**src/rtl/sw_debounce_pkg.sv**
```systemverilog
// Shared types and default tick constants for the switch debouncer.
package sw_debounce_pkg;

  typedef enum logic [1:0] {
    ST_LOW       = 2'd0,
    ST_WAIT_HIGH = 2'd1,
    ST_HIGH      = 2'd2,
    ST_WAIT_LOW  = 2'd3
  } t_deb_state;

  localparam int unsigned DEF_SYNC_STAGES  = 2;
  localparam int unsigned DEF_STABLE_TICKS = 16;
  localparam int unsigned DEF_LONG_TICKS   = 100;

endpackage

```
**src/rtl/sw_debounce_sync.sv**
```systemverilog
// Multi-stage flip-flop synchroniser for an asynchronous single-bit input.
module sw_sync #(
  parameter int unsigned SYNC_STAGES = 2
) (
  input  logic clk,
  input  logic rst_n,
  input  logic async_i,
  output logic sync_o
);

  logic [SYNC_STAGES-1:0] sync_q;

  always_ff @(posedge clk or negedge rst_n) begin
    if (!rst_n) begin
      sync_q <= '0;
    end else begin
      sync_q <= {sync_q[SYNC_STAGES-2:0], async_i};
    end
  end

  assign sync_o = sync_q[SYNC_STAGES-1];

endmodule

```
**src/rtl/sw_debounce.sv**
```systemverilog
// Switch conditioner: synchronise, debounce against a sample tick, and derive
// edge, long-press and toggle outputs for the downstream counter logic.
module sw_debounce
  import sw_debounce_pkg::*;
#(
  parameter int unsigned SYNC_STAGES  = DEF_SYNC_STAGES,
  parameter int unsigned STABLE_TICKS = DEF_STABLE_TICKS,
  parameter int unsigned LONG_TICKS   = DEF_LONG_TICKS
) (
  input  logic clk,
  input  logic rst,
  input  logic en,
  input  logic sw,
  output logic sw_level,
  output logic sw_rise,
  output logic sw_fall,
  output logic sw_long,
  output logic sw_toggle
);

  localparam int unsigned STAB_W = $clog2(STABLE_TICKS + 1);
  localparam int unsigned LONG_W = $clog2(LONG_TICKS + 1);

  logic              sw_s;
  t_deb_state        state_q, state_d;
  logic [STAB_W-1:0] stab_cnt_q, stab_cnt_d;
  logic [LONG_W-1:0] long_cnt_q, long_cnt_d;
  logic              sw_level_q, sw_level_d;
  logic              sw_rise_q, sw_rise_d;
  logic              sw_fall_q, sw_fall_d;
  logic              sw_long_q, sw_long_d;
  logic              sw_toggle_q, sw_toggle_d;
  logic              stab_done;
  logic              in_press;
  logic              leaving;

  sw_sync #(
    .SYNC_STAGES(SYNC_STAGES)
  ) u_sync (
    .clk    (clk),
    .rst_n  (rst),
    .async_i(sw),
    .sync_o (sw_s)
  );

  // Next-state, counters and output pulses
  always_comb begin
    state_d    = state_q;
    stab_cnt_d = stab_cnt_q;
    long_cnt_d = long_cnt_q;
    sw_long_d  = 1'b0;
    stab_done  = en && (stab_cnt_q == STAB_W'(STABLE_TICKS - 1));

    case (state_q)
      ST_LOW: begin
        if (sw_s) begin
          state_d    = ST_WAIT_HIGH;
          stab_cnt_d = '0;
        end
      end
      ST_WAIT_HIGH: begin
        if (!sw_s) begin
          state_d    = ST_LOW;
          stab_cnt_d = '0;
        end else if (stab_done) begin
          state_d    = ST_HIGH;
          stab_cnt_d = '0;
          long_cnt_d = '0;
        end else if (en) begin
          stab_cnt_d = stab_cnt_q + STAB_W'(1);
        end
      end
      ST_HIGH: begin
        if (!sw_s) begin
          state_d    = ST_WAIT_LOW;
          stab_cnt_d = '0;
        end
      end
      ST_WAIT_LOW: begin
        if (sw_s) begin
          state_d    = ST_HIGH;
          stab_cnt_d = '0;
        end else if (stab_done) begin
          state_d    = ST_LOW;
          stab_cnt_d = '0;
        end else if (en) begin
          stab_cnt_d = stab_cnt_q + STAB_W'(1);
        end
      end
      default: begin
        state_d    = ST_LOW;
        stab_cnt_d = '0;
      end
    endcase

    // A release that completes on this tick takes priority over the long count
    in_press = (state_q == ST_HIGH) || (state_q == ST_WAIT_LOW);
    leaving  = (state_q == ST_WAIT_LOW) && (state_d == ST_LOW);
    if (in_press && en && !leaving && (long_cnt_q != LONG_W'(LONG_TICKS))) begin
      long_cnt_d = long_cnt_q + LONG_W'(1);
      sw_long_d  = (long_cnt_q == LONG_W'(LONG_TICKS - 1));
    end

    sw_level_d  = in_press;
    sw_rise_d   = sw_level_d && !sw_level_q;
    sw_fall_d   = !sw_level_d && sw_level_q;
    sw_toggle_d = sw_toggle_q ^ sw_rise_d;
  end

  always_ff @(posedge clk or negedge rst) begin
    if (!rst) begin
      state_q     <= ST_LOW;
      stab_cnt_q  <= '0;
      long_cnt_q  <= '0;
      sw_level_q  <= 1'b0;
      sw_rise_q   <= 1'b0;
      sw_fall_q   <= 1'b0;
      sw_long_q   <= 1'b0;
      sw_toggle_q <= 1'b0;
    end else begin
      state_q     <= state_d;
      stab_cnt_q  <= stab_cnt_d;
      long_cnt_q  <= long_cnt_d;
      sw_level_q  <= sw_level_d;
      sw_rise_q   <= sw_rise_d;
      sw_fall_q   <= sw_fall_d;
      sw_long_q   <= sw_long_d;
      sw_toggle_q <= sw_toggle_d;
    end
  end

  assign sw_level  = sw_level_q;
  assign sw_rise   = sw_rise_q;
  assign sw_fall   = sw_fall_q;
  assign sw_long   = sw_long_q;
  assign sw_toggle = sw_toggle_q;

endmodule

```
**config.mk**
```make
export PLATFORM = sky130hd
export DESIGN_NAME = sw_debounce
export DESIGN_NICKNAME = d
export VERILOG_FILES = /design/src/rtl/sw_debounce_pkg.sv /design/src/rtl/sw_debounce_sync.sv /design/src/rtl/sw_debounce.sv
export SDC_FILE = /design/constraint.sdc
export NUM_CORES = 1
export LEC_CHECK = 0
export CAP_MARGIN = 20
export CORE_MARGIN = 5
export CORE_UTILIZATION = 59
export DETAILED_ROUTE_END_ITERATION = 7
export PLACE_DENSITY = 0.88
export SLEW_MARGIN = 30
export SYNTH_ARGS = -nofsm -noshare
export SYNTH_HDL_FRONTEND = slang
export SYNTH_SLANG_ARGS = --single-unit
```
**constraint.sdc**
```tcl
create_clock -name clk -period 4.25 [get_ports clk]
set_input_delay 0.85 -clock clk [delete_from_list [all_inputs] [get_ports clk]]
set_output_delay 0.85 -clock clk [all_outputs]
set_load 0.005 [all_outputs]
```
### Word-level counts from Yosys, hierarchy flattened

Index checks and enable logic that the tools add are counted.

| storage, ports and cells | value |
|---|---|
| register bits | 21 |
| bits of input ports | 4 |
| output and inout bits | 5 |
| word-level logic and storage cells | 57 |

| cells by class | value |
|---|---|
| add/sub/neg operators | 2 |
| equal/unequal tests | 8 |
| multiplexer cells | 19 |
| bitwise logic cells | 1 |
| reductions and logical operators | 18 |

Operators by type and width:

| kind | number |
|---|---|
| $mux W5 | 6 |
| $mux W7 | 4 |
| $pmux W5 S4 | 1 |
| $mux W2 | 6 |
| $pmux W2 S4 | 1 |
| $add A7 B1 Y7 const B | 1 |
| $eq A7 B7 Y1 const B | 1 |
| $logic_and A1 B1 Y1 | 7 |
| $ne A7 B7 Y1 const B | 1 |
| $reduce_bool A2 Y1 | 3 |
| $add A5 B1 Y5 const B | 1 |
| $eq A5 B4 Y1 const B | 1 |
| $eq A2 B2 Y1 const B | 2 |
| $logic_not A2 Y1 | 2 |
| $logic_not A1 Y1 | 3 |
| $reduce_and A3 Y1 | 1 |
| $eq A2 B1 Y1 const B | 1 |
| $ne A2 B1 Y1 const B | 1 |
| $ne A2 B2 Y1 const B | 1 |
| $reduce_and A2 Y1 | 1 |
| $logic_or A1 B1 Y1 | 1 |
| $mux W1 | 1 |
| $xor A1 B1 Y1 | 1 |

### Longest topological paths before layout

Gate-level depths: netlist of the first run.

| logic depth | value |
|---|---|
| word-level depth | 12 |
| depth in mapped cells | 7 |
| depth with buffers taken out | 7 |

### Cells and area by module

A second synthesis of the first run with hierarchy kept.

| unflattened totals | value |
|---|---|
| cell total of the unflattened synthesis | 92 |
| area, all modules | 1046.0 um^2 |

Modules (own cells, without submodules):

| module | times used | cells each | area each (um^2) | sequential area each (um^2) |
|---|---|---|---|---|
| sw_debounce | 1 | 90 | 996.0 | 475.5 |
| sw_sync | 1 | 2 | 50.0 | 50.0 |

### Least setup slack after synthesis of the first run

No wires, ideal clock.

| path | value |
|---|---|
| kind | reg2reg |
| start | register stab_cnt_q[0] |
| end | register long_cnt_q[5] |
| library setup time | 90 ps |
| data arrival time | 1758 ps |
| setup slack | 2401 ps |
| cell stages (with the launch flop) | 7 |
| buffers on the path | 0 |
| period minus slack after synthesis | 1849 ps |
| cell sequence | dfrtp_1 > ha_1 > and3_1 > ha_1 > a31o_2 > or3_1 > o221ai_1 |

| between the ends | value |
|---|---|
| cells in the longest elaborated chain, start to end | 12 |

Ends and longest elaborated chain:

| item | line | text |
|---|---|---|
| start, declared | sw_debounce.sv:26 | `logic [STAB_W-1:0] stab_cnt_q, stab_cnt_d;` |
| start signal, assigned | sw_debounce.sv:122 | `stab_cnt_q <= stab_cnt_d;` |
| $eq A5 B4 Y1 * | sw_debounce.sv:52 | `stab_done = en && (stab_cnt_q == STAB_W'(STABLE_TICKS - 1));` |
| $logic_and A1 B1 Y1 * | sw_debounce.sv:52 |  |
| $mux W2 (on tied branches) | sw_debounce.sv:83, sw_debounce.sv:65 |  |
| $mux W2 (on tied branches) | sw_debounce.sv:80, sw_debounce.sv:62 |  |
| $pmux W2 S4 | sw_debounce.sv:54 | `case (state_q)` |
| $logic_not A2 Y1 | sw_debounce.sv:98 | `leaving = (state_q == ST_WAIT_LOW) && (state_d == ST_LOW);` |
| $logic_and A1 B1 Y1 | sw_debounce.sv:98 |  |
| $logic_not A1 Y1 | sw_debounce.sv:99 | `if (in_press && en && !leaving && (long_cnt_q != LONG_W'(LONG_TICKS))) begin` |
| $logic_and A1 B1 Y1 (2 in series) | sw_debounce.sv:99 |  |
| $reduce_bool A2 Y1 (no source line) | -- |  |
| $reduce_and A3 Y1 (no source line) | -- |  |
| end signal, assigned | sw_debounce.sv:123 | `long_cnt_q <= long_cnt_d;` |
| end, declared | sw_debounce.sv:27 | `logic [LONG_W-1:0] long_cnt_q, long_cnt_d;` |

Every way passes the cells marked *; elsewhere a longest branch is shown, timed or not.
A chain may end at the register's enable or synchronous reset.

### Worst setup path after layout of the first run

| path | value |
|---|---|
| start | input port en |
| end | register long_cnt_q[2] |

| between the ends | value |
|---|---|
| cells in the longest elaborated chain, start to end | 11 |

Ends and longest elaborated chain:

| item | line | text |
|---|---|---|
| start, declared | sw_debounce.sv:12 | `input logic en,` |
| $logic_and A1 B1 Y1 | sw_debounce.sv:52 |  |
| $mux W2 (on tied branches) | sw_debounce.sv:83, sw_debounce.sv:65 |  |
| $mux W2 (on tied branches) | sw_debounce.sv:80, sw_debounce.sv:62 |  |
| $pmux W2 S4 | sw_debounce.sv:54 |  |
| $logic_not A2 Y1 | sw_debounce.sv:98 |  |
| $logic_and A1 B1 Y1 | sw_debounce.sv:98 |  |
| $logic_not A1 Y1 | sw_debounce.sv:99 |  |
| $logic_and A1 B1 Y1 (2 in series) | sw_debounce.sv:99 |  |
| $reduce_bool A2 Y1 (no source line) | -- |  |
| $reduce_and A3 Y1 (no source line) | -- |  |

Several ways; a longest one is shown, not always the timed one.

==> results of run 1 <==
[layout make-up]
cell class / instances / area (sq um)
multi-input cells: 67 / 472
flip-flops and latches: 21 / 526
inverters: 7 / 26.3
well taps: 17 / 21.3
clock inverters: 1 / 7.51
fillers: 135 / 539
clock buffers: 3 / 22.5
repair buffers: 8 / 75.1
[stage by stage]
step                power [W]  area (sq um)  cells
floorplan            0.000216          1040     97
global placement     0.000224          1120    120
detailed placement   0.000224          1120    120
CTS                  0.000319          1150    124
global route         0.000332          1150    124
finish               0.000313          1150    124
[cells in the mapped netlist]
cell type and number:
sky130_fd_sc_hd__o21ai_2 1, sky130_fd_sc_hd__and2b_1 1, sky130_fd_sc_hd__a22o_1 3, sky130_fd_sc_hd__a32o_1 1, sky130_fd_sc_hd__and2_1 1, sky130_fd_sc_hd__or3_1 3, sky130_fd_sc_hd__nand2_1 8, sky130_fd_sc_hd__a21oi_1 2
sky130_fd_sc_hd__nor2_1 2, sky130_fd_sc_hd__dfrtp_1 21, sky130_fd_sc_hd__xor2_1 2, sky130_fd_sc_hd__and3_1 2, sky130_fd_sc_hd__buf_4 1, sky130_fd_sc_hd__nand3_2 1, sky130_fd_sc_hd__o31ai_1 1, sky130_fd_sc_hd__inv_1 7
sky130_fd_sc_hd__nand4_1 1, sky130_fd_sc_hd__o22ai_1 1, sky130_fd_sc_hd__buf_2 1, sky130_fd_sc_hd__nor4_1 1, sky130_fd_sc_hd__o221ai_1 2, sky130_fd_sc_hd__nor3b_2 1, sky130_fd_sc_hd__nand3b_1 1, sky130_fd_sc_hd__o41ai_1 1
sky130_fd_sc_hd__and4bb_2 1, sky130_fd_sc_hd__ha_1 4, sky130_fd_sc_hd__a31oi_1 1, sky130_fd_sc_hd__mux2i_1 1, sky130_fd_sc_hd__nand3_1 6, sky130_fd_sc_hd__o211ai_1 3, sky130_fd_sc_hd__o21ai_0 5, sky130_fd_sc_hd__nand2_2 1
sky130_fd_sc_hd__nor3_2 1, sky130_fd_sc_hd__nand2b_1 3, sky130_fd_sc_hd__or3_4 1, sky130_fd_sc_hd__nor2b_1 1, sky130_fd_sc_hd__o21bai_1 1, sky130_fd_sc_hd__a31o_2 1, sky130_fd_sc_hd__xnor2_1 1
[critical path, stage by stage]
cell and delay [ps]:
sky130_fd_sc_hd__clkdlybuf4s50_1 640, sky130_fd_sc_hd__nand2_1 120, sky130_fd_sc_hd__a31oi_1 320, sky130_fd_sc_hd__nand2_1 170, sky130_fd_sc_hd__a32o_1 290
[power by group]
part / switching [W] / internal [W] / leakage, nW
logic: 0.00000897 / 0.00000560 / 0.257
clock network: 0.0000579 / 0.0000358 / 0.0139
registers: 0.00000267 / 0.000202 / 0.270
total: 0.0000695 / 0.000244 / 0.541
[kinds of logic (layout without fill, tap and decap cells)]
group | after synthesis | in the layout | share of synthesized area
and+or+nand+nor | 36 | 36 | 0.213
AOI/OAI and AO/OA | 23 | 23 | 0.159
DFF | 21 | 21 | 0.507
buffers and inverters | 9 | 19 | 0.0374
adders and majority gates | 4 | 4 | 0.0483
xor gates and xnor gates | 3 | 3 | 0.0254
muxes | 1 | 1 | 0.00966
[routing by layer]
metal | vias to the layer above | global-route usage | share of wire
met5 | - | 0 | 0
met4 | 0 | 0.0830 | 0.020
met3 | 4 | 0.0258 | 0.035
met2 | 16 | 0.276 | 0.54
met1 | 377 | 0.195 | 0.41
li1 | 370 | - | -
[sequential cells by signal, summed over array words and instances (netlist names)]
register and flops:
u_sync.sync_q 2, sw_long 1, sw_fall 1, long_cnt_q 7, stab_cnt_q 5, sw_level 1, state_q 2, sw_rise 1
sw_toggle 1
[how the worst max path moves through the flow]
stage / startpoint / end / slack, ps
after floorplan: stab_cnt_q[0] / long_cnt_q[5] / 2400
after global routing: en / long_cnt_q[2] / 1940
after CTS: en / long_cnt_q[2] / 2090
final: en / long_cnt_q[2] / 2050
after global placement: en / long_cnt_q[6] / 1840
after detailed placement: en / long_cnt_q[2] / 1790
==> results.yml, run 1 <==
critical_path:
  startpoint_kind_of_the_worst_setup_timing_path: "input port"
  cp.required_ps: 4440
  timing.rr.start: "stab_cnt_q[0]"
  worst-setup-path-type: "in2reg"
  worstSetupEndpointType: "flop"
  reg2reg_to: "long_cnt_q[2]"
  arrival_ps: 2390
  r2r_cells: 6
  worst-r2r-setup-slack_ps: 2160
  timing.critical_path.fanout_max: 9
routing:
  detail_route.drc_violations: 0
  dr.first_iter.drc_count: 12
  detail_route.wirelength_um: 1810
  via_per_inst: 6.19
  wl_per_cell_um: 14.6
  routed_antenna_nets: 0
  firstDrtPassIters: 6
  vias: 767
sta:
  tns_ps: 0
  final.hold.worst_slack_ps: 366
  rsz0062_at_grt: "false"
  report.final.hold_viol_count: 0
  timing_max_transition_violations_final: 0
  maxClockFrequency_mhz: 455
  min_period_over_period: 0.517
  max_slew_headroom_at_the_worst_pin: 0.699
  fin_skew_ps: 8.71
  final_period_minus_worst_setup_slack_ps: 2200
  setup_viol_count_final: 0
  finalWorstSetupSlack_ps: 2050
  worst-slew-pin-transition_ps: 452
flow_run:
  drv_cap: 0
place:
  dp_hpwl_um: 1360
  portBuffers: 8
  gpl.final_weighted_congestion: 0.856
  dpl_worst_slack_ps: 1790
clock_tree:
  clock_tree.htree_level_count: 1
  tritoncts: "done"
  cts.reportedPaths.clkPinSlew_ps: 120
  cts_sinks: 21
  maximum_clock_insertion_buffer_count: 2
  cts_hold_repair.buffers: 0
  clkLatencyLatePin_ps: 300
  post-cts-setup-buffer-count: 0
  tritoncts.num_buffers: 3
  cts.root.buffer_cell: "sky130_fd_sc_hd__clkbuf_4"
  post_cts_resize_count: 0
synth:
  synth.ff_latch_count: 21
  yosys.area.top_type_share: 0.507
  cell_area_after_synthesis_sq_mm: 0.00104
  synth.top_cells.by_area: "sky130_fd_sc_hd__dfrtp_1, sky130_fd_sc_hd__ha_1, sky130_fd_sc_hd__nand3_1"
  synth_cell_types: 39
  yosysTopAreaCell: "sky130_fd_sc_hd__dfrtp_1"
  syn_nets: 105
  seq_area_frac_synth: 0.507
  yosys_warnings: 0
  mean_instance_size_in_the_synthesized_netlist_sq_um: 10.7
  number_of_instances_in_the_synthesized_netlist: 97
finish:
  insertedDiodeCount: 0
  nets: 116
  final_layout_size_suffix_gt1_frac: 0.121
  areaGrowthSynthToFinish_pct: 11.0
  finalCoreUtilization: 0.681
  layout.cells.most_common: "sky130_fd_sc_hd__dfrtp_1"
  mostFrequentLayoutCells: "sky130_fd_sc_hd__dfrtp_1, sky130_fd_sc_hd__nand2_1, sky130_fd_sc_hd__inv_1, sky130_fd_sc_hd__clkdlybuf4s50_1, sky130_fd_sc_hd__nand3_1"
floorplan:
  dieWidth_um: 51.9
  initial_util: 0.613
  die_area_sq_mm: 0.00269
  dieHeight_um: 51.9
  fp.coreArea_sq_mm: 0.00169
  boundaryPins: 9
  rows: 15
hold_path:
  hold-path-cell-count: 0
  timing.hold.worst.class: "reg2reg"
  worst_min_delay_path_startpoint: "u_sync.sync_q[0]"
  whs_endpoint: "u_sync.sync_q[1]"
grt:
  grt_first_pass_wirelength_um: 3270
  global_route.usage.total: 0.162
  vias_in_the_first_global_route: 777
  antenna_found_initial: 0
  grt_max_degree: 22
  grt-ovfl-total: 0
pwr:
  pwr_density_cell_mw_per_mm2: 272
  leakage_power_total_nw: 0.541
  max-vdd-ir-drop_mv: 0.196
status:
  status: "finished, final reports clean"
(Power assumes the default switching activity.)
==> inputs of run 2 (changes only) <==
--- a/config.mk
+++ b/config.mk
@@ -7,9 +7,9 @@
 export LEC_CHECK = 0
 export CAP_MARGIN = 20
 export CORE_MARGIN = 5
-export CORE_UTILIZATION = 59
+export CORE_UTILIZATION = 55
 export DETAILED_ROUTE_END_ITERATION = 7
-export PLACE_DENSITY = 0.88
+export PLACE_DENSITY = 0.83
 export SLEW_MARGIN = 30
 export SYNTH_ARGS = -nofsm -noshare
 export SYNTH_HDL_FRONTEND = slang
==> constraint.sdc (replaced) <==
create_clock -name clk -period 2.2 [get_ports clk]
set_input_delay 0.44 -clock clk [delete_from_list [all_inputs] [get_ports clk]]
set_output_delay 0.44 -clock clk [all_outputs]
set_load 0.005 [all_outputs]
==> results.yml, run 2 (synthesis gave the netlist of run 1 again) <==
status:
  status: "finished, final reports clean"
place:
  gpl.final_weighted_congestion: 0.872
  place.detailed.instances: 131
  dp_hpwl_um: 1420
  dpl_worst_slack_ps: 232
  portBuffers: 8
sta:
  maxClockFrequency_mhz: 501
  worst-slew-pin-transition_ps: 325
  timing_max_transition_violations_final: 0
  min_period_over_period: 0.907
  rsz0062_at_grt: "false"
  fin_skew_ps: 6.51
  max_slew_headroom_at_the_worst_pin: 0.782
  final_period_minus_worst_setup_slack_ps: 1990
  tns_ps: 0
  setup_viol_count_final: 0
  final.hold.worst_slack_ps: 365
  finalWorstSetupSlack_ps: 205
  report.final.hold_viol_count: 0
grt:
  antenna_found_initial: 0
  global_route.usage.total: 0.175
  grt_max_degree: 22
  grt-ovfl-total: 0
  grt_first_pass_wirelength_um: 3530
  vias_in_the_first_global_route: 803
finish:
  largest_registers: "long_cnt_q (7), stab_cnt_q (5)"
  final.fill_count: 156
  finalCoreUtilization: 0.672
  nets: 119
  mostFrequentLayoutCells: "sky130_fd_sc_hd__dfrtp_1, sky130_fd_sc_hd__nand2_1, sky130_fd_sc_hd__clkdlybuf4s50_1, sky130_fd_sc_hd__inv_1, sky130_fd_sc_hd__nand3_1"
  layout.cells.most_common: "sky130_fd_sc_hd__dfrtp_1"
  insertedDiodeCount: 0
  final-instance-count-excl-fill: 135
  final_layout_size_suffix_gt1_frac: 0.136
  largest_register: "long_cnt_q"
  largest_register_ffs: 7
  areaGrowthSynthToFinish_pct: 14.4
pwr:
  leakage_power_total_nw: 0.559
  max-vdd-ir-drop_mv: 0.459
  pwr_density_cell_mw_per_mm2: 519
clock_tree:
  clock_tree.htree_level_count: 1
  cts_hold_repair.buffers: 0
  post_cts_resize_count: 0
  tritoncts.num_buffers: 3
  clkLatencyLatePin_ps: 310
  maximum_clock_insertion_buffer_count: 2
  cts.reportedPaths.clkPinSlew_ps: 120
  post-cts-setup-buffer-count: 0
  cts.root.buffer_cell: "sky130_fd_sc_hd__clkbuf_4"
  tritoncts: "done"
  cts_sinks: 21
hold_path:
  whs_endpoint: "u_sync.sync_q[1]"
  hold-path-cell-count: 0
  worst_min_delay_path_startpoint: "u_sync.sync_q[0]"
  timing.hold.worst.class: "reg2reg"
floorplan:
  die_area_sq_mm: 0.00285
  boundaryPins: 9
  dieWidth_um: 53.4
  fp.coreArea_sq_mm: 0.00176
  initial_util: 0.587
  dieHeight_um: 53.4
  rows: 15
routing:
  wl_per_cell_um: 14.0
  dr.first_iter.drc_count: 11
  routed_antenna_nets: 0
  firstDrtPassIters: 4
  vias: 773
  detail_route.drc_violations: 0
  via_per_inst: 5.73
  detail_route.wirelength_um: 1890
critical_path:
  path_cells: "ha_1 > and3_1 > ha_1 > a31o_2 > or3_1 > o221ai_1"
  worstSetupEndpointType: "flop"
  timing.rr.start: "stab_cnt_q[0]"
  reg2reg_to: "long_cnt_q[6]"
  worst-r2r-setup-slack_ps: 210
  path_common_cell: "sky130_fd_sc_hd__ha_1"
  cp_slowest_cell: "sky130_fd_sc_hd__dfrtp_1"
  r2r_cells: 6
  arrival_ps: 2220
  worst-setup-path-type: "reg2reg"
  timing.critical_path.fanout_max: 9
  worst_path_largest_cell_delay_ps: 440
  cp_num_buf_inv: 0
  startpoint_kind_of_the_worst_setup_timing_path: "flop"
  timing.critical_path.max_delay_family: "simple AND/OR/NAND/NOR gates"
  cp.required_ps: 2430
flow_run:
  drv_cap: 0
## run 2: changes by cell type in the layout (fill, tap and decap cells not counted), sizes merged
cell / previous run / this run
clkinv: 0 / 1
buf: 1 / 3
clkdlybuf4s50: 7 / 8
clkinvlp: 1 / 0
## run 2: final cells by class
class	instances	area [sq um]	share of cell area
Timing Repair Buffer	11	103	0.0866
Clock buffer	3	22.5	0.0190
Clock inverter	1	5.00	0.00422
Tap cell	25	31.3	0.0264
Inverter	7	26.3	0.0222
Multi-Input combinational cell	67	472	0.398
Sequential cell	21	526	0.444
## run 2: power by group
group	total, W	internal (W)	switching, W
Clock	0.000185	0.0000679	0.000118
Sequential	0.000396	0.000391	0.00000537
Combinational	0.0000334	0.0000143	0.0000191
Total	0.000615	0.000473	0.000142
## run 2: stage by stage
| step | instance area, sq um | power (W) |
|---|---|---|
| after floorplan | 1040 | 0.000418 |
| after global placement | 1160 | 0.000435 |
| after detailed placement | 1160 | 0.000438 |
| after CTS | 1180 | 0.000623 |
| after global routing | 1180 | 0.000644 |
| final | 1180 | 0.000615 |
## run 2: layer usage
metal,share of wire,global-route usage
met1,0.44,0.202
met4,0.020,0.115
met5,0,0
met3,0.030,0.0282
met2,0.51,0.292
## run 2: worst max-delay path by stage
| stage | from | slack [ps] | to | cells after the start |
|---|---|---|---|---|
| 6_report | stab_cnt_q[0] | 210 | long_cnt_q[6] | 6 |
| 5_1_grt | stab_cnt_q[0] | 50 | long_cnt_q[5] | 6 |
| 4_1_cts | stab_cnt_q[0] | 210 | long_cnt_q[6] | 6 |
| 3_5_place_dp | stab_cnt_q[0] | 230 | long_cnt_q[6] | 6 |
| 3_3_place_gp | stab_cnt_q[0] | 280 | long_cnt_q[6] | 6 |
| 2_1_floorplan | stab_cnt_q[0] | 350 | long_cnt_q[5] | 6 |
==> edit, RTL diff (config.mk and constraints of run 2) <==
Remove the register `sw_rise_q`: a continuous assignment takes its place, so the output `sw_rise` follows one clock earlier.
--- a/src/rtl/sw_debounce.sv
+++ b/src/rtl/sw_debounce.sv
@@ -113,7 +113,6 @@
       stab_cnt_q  <= '0;
       long_cnt_q  <= '0;
       sw_level_q  <= 1'b0;
-      sw_rise_q   <= 1'b0;
       sw_fall_q   <= 1'b0;
       sw_long_q   <= 1'b0;
       sw_toggle_q <= 1'b0;
@@ -122,12 +121,13 @@
       stab_cnt_q  <= stab_cnt_d;
       long_cnt_q  <= long_cnt_d;
       sw_level_q  <= sw_level_d;
-      sw_rise_q   <= sw_rise_d;
       sw_fall_q   <= sw_fall_d;
       sw_long_q   <= sw_long_d;
       sw_toggle_q <= sw_toggle_d;
     end
   end
+
+  assign sw_rise_q = sw_rise_d;
 
   assign sw_level  = sw_level_q;
   assign sw_rise   = sw_rise_q;
Function: no difference found for any inputs over 10 cycles, from zero or initial values and one cycle with rst low; that may be too few to reach the edited logic, so the function may still have changed.
==> edit against run 2 <==
  * Wire length is 0.74% lower
  * Highest routed layer unchanged
  * Hold slack improved by 2.6 ps
  * Final cell count down 1.5%
  * Power is 6.1% lower
  * Worst setup slack got worse by 59 ps
  * Largest power group unchanged
  * Sequential cell count fell by 1
  * Area after synthesis decreased by 2.4%
  * Non-clock buffer count is 2 higher
  * Critical path type unchanged
  * Critical endpoint unchanged
  * Design area is 0.95% lower
  * Combinational power grew 1%
==> edit: results (changes against run 2) <==
tightest_slew_ps: 454.2  # was 325.4 ps
hpwlAfterDp_um: 1489  # was 1417 um
clk-insertion-delay-late_ps: 290  # was 310 ps
cts_max_level: 1  # unchanged
switchingPower_w: 0.0001266  # was 0.0001421 W
wl_per_cell_um: 14.11  # was 14.00 um
root_buffer: "clkbuf_4"  # unchanged
firstDrtPassIters: 4  # unchanged
p_leak_nw: 0.5313  # was 0.5593 nW
buffer_area_frac: 0.1002  # was 0.08659
holdPathStages: 0  # unchanged
avgViaCountPerCell: 5.714  # was 5.726
ys_seq_area_frac: 0.4950  # was 0.5072
grt_max_degree: 12  # was 22
buffers: 13  # was 11
ys_types: 39  # unchanged
hold_end: "u_sync.sync_q[1]$_DFF_PN0_"  # unchanged
hold_start: "u_sync.sync_q[0]$_DFF_PN0_"  # unchanged
nMultiInputCombCells: 66  # was 67
whs_ps: 367.5  # was 365.0 ps
layout-drive-gt1-share: 0.1481  # was 0.1364
inverters: 6  # was 7
drt-initial-drc-count: 8  # was 11
setup_viol: 0  # unchanged
syn_nets: 102  # was 105
multi_input_area_um2: 479.2  # was 471.7 um2
crit-reg2reg-launch: "stab_cnt_q[1]$_DFFE_PN0P_"  # was stab_cnt_q[0]$_DFFE_PN0P_
crit_arrival_ps: 2230
p_clk_frac: 0.290  # was 0.302
synthTopCellsByArea: "dfrtp_1, ha_1, nand2_1"  # was dfrtp_1, ha_1, nand3_1
status: "finished clean"  # unchanged
rr_worst_depth: 7  # was 6
cp_max_fo: 5  # was 9
rr_endpoint: "long_cnt_q[6]$_DFFE_PN0P_"  # unchanged
pg_seq_w: 0.000377  # was 0.000396 W
gp_congestion: 0.8322  # was 0.8719
worst_ir_drop_vdd_mv: 0.3488  # was 0.4586 mV
grt_pass1_vias: 772  # was 803
clock_area_frac: 0.01919  # was 0.02323
nets: 118  # was 119
synth_common_cells: "dfrtp_1, nand2_1, inv_1"  # unchanged
ff2ff_setup_slack_ps: 150  # was 210 ps
seq_cells: 20  # was 21
sh_seq_area: 0.4264  # was 0.4435
grt_first_pass_wirelength_um: 3332  # was 3525 um
finalClockSkew_ps: 6.698  # was 6.510 ps
grtUsageTotal: 0.1614  # was 0.1746
regMostFlops: "long_cnt_q"  # unchanged
n_fill_cell: 135  # was 156
numPortBuffers: 8  # unchanged
-- edit: cells by family (layout without fill, tap and decap cells) --
kind of cell,Yosys count,count (layout),synth area share
AO/OA/AOI/OAI,24,24,0.1795
XOR/XNOR,3,3,0.02599
adder cells (fa/ha/maj),4,4,0.04951
buffers and inverters,8,22,0.03093
flip-flops,20,20,0.4950
multiplexers,2,2,0.02104
AND/OR/NAND/NOR,33,33,0.1980
-- edit: critical path, cell delays in order, from the launching register on --
cell and delay, ps:
dfrtp_1 400, ha_1 190, and3_1 160, ha_1 220, nand3_2 90, or3_4 340
a21boi_4 160, a221o_1 380
-- edit: worst max path at each step --
stage	from	end	slack, ps	cells after the start
after global placement	en	long_cnt_q[5]$_DFFE_PN0P_	200	5
after floorplan	stab_cnt_q[0]$_DFFE_PN0P_	long_cnt_q[5]$_DFFE_PN0P_	180	7
after CTS	stab_cnt_q[0]$_DFFE_PN0P_	long_cnt_q[6]$_DFFE_PN0P_	130	6
final	stab_cnt_q[1]$_DFFE_PN0P_	long_cnt_q[6]$_DFFE_PN0P_	150	7
after detailed placement	en	long_cnt_q[6]$_DFFE_PN0P_	150	5
after global routing	stab_cnt_q[0]$_DFFE_PN0P_	long_cnt_q[6]$_DFFE_PN0P_	30	6
-- edit: layer usage --
metal	up-vias	share of wire	GRT usage
met5	-	0	0
met4	0	0.015	0.07234
met3	4	0.020	0.02817
met2	12	0.54	0.2975
met1	370	0.43	0.1776
li1	374	-	-
-- edit: per-stage QoR --
step	power, W	util	setup WS [ps]	area (um2)	cells
final	0.0005777	0.6724	146.4	1174	133
after global routing	0.0006050	0.6724	28.90	1174	133
after CTS	0.0005801	0.6724	132.5	1174	133
after detailed placement	0.0004185	0.6595	148.8	1151	130
after global placement	0.0004171	0.6595	196.2	1151	130
after floorplan	0.0003977	-	177.5	1011	94
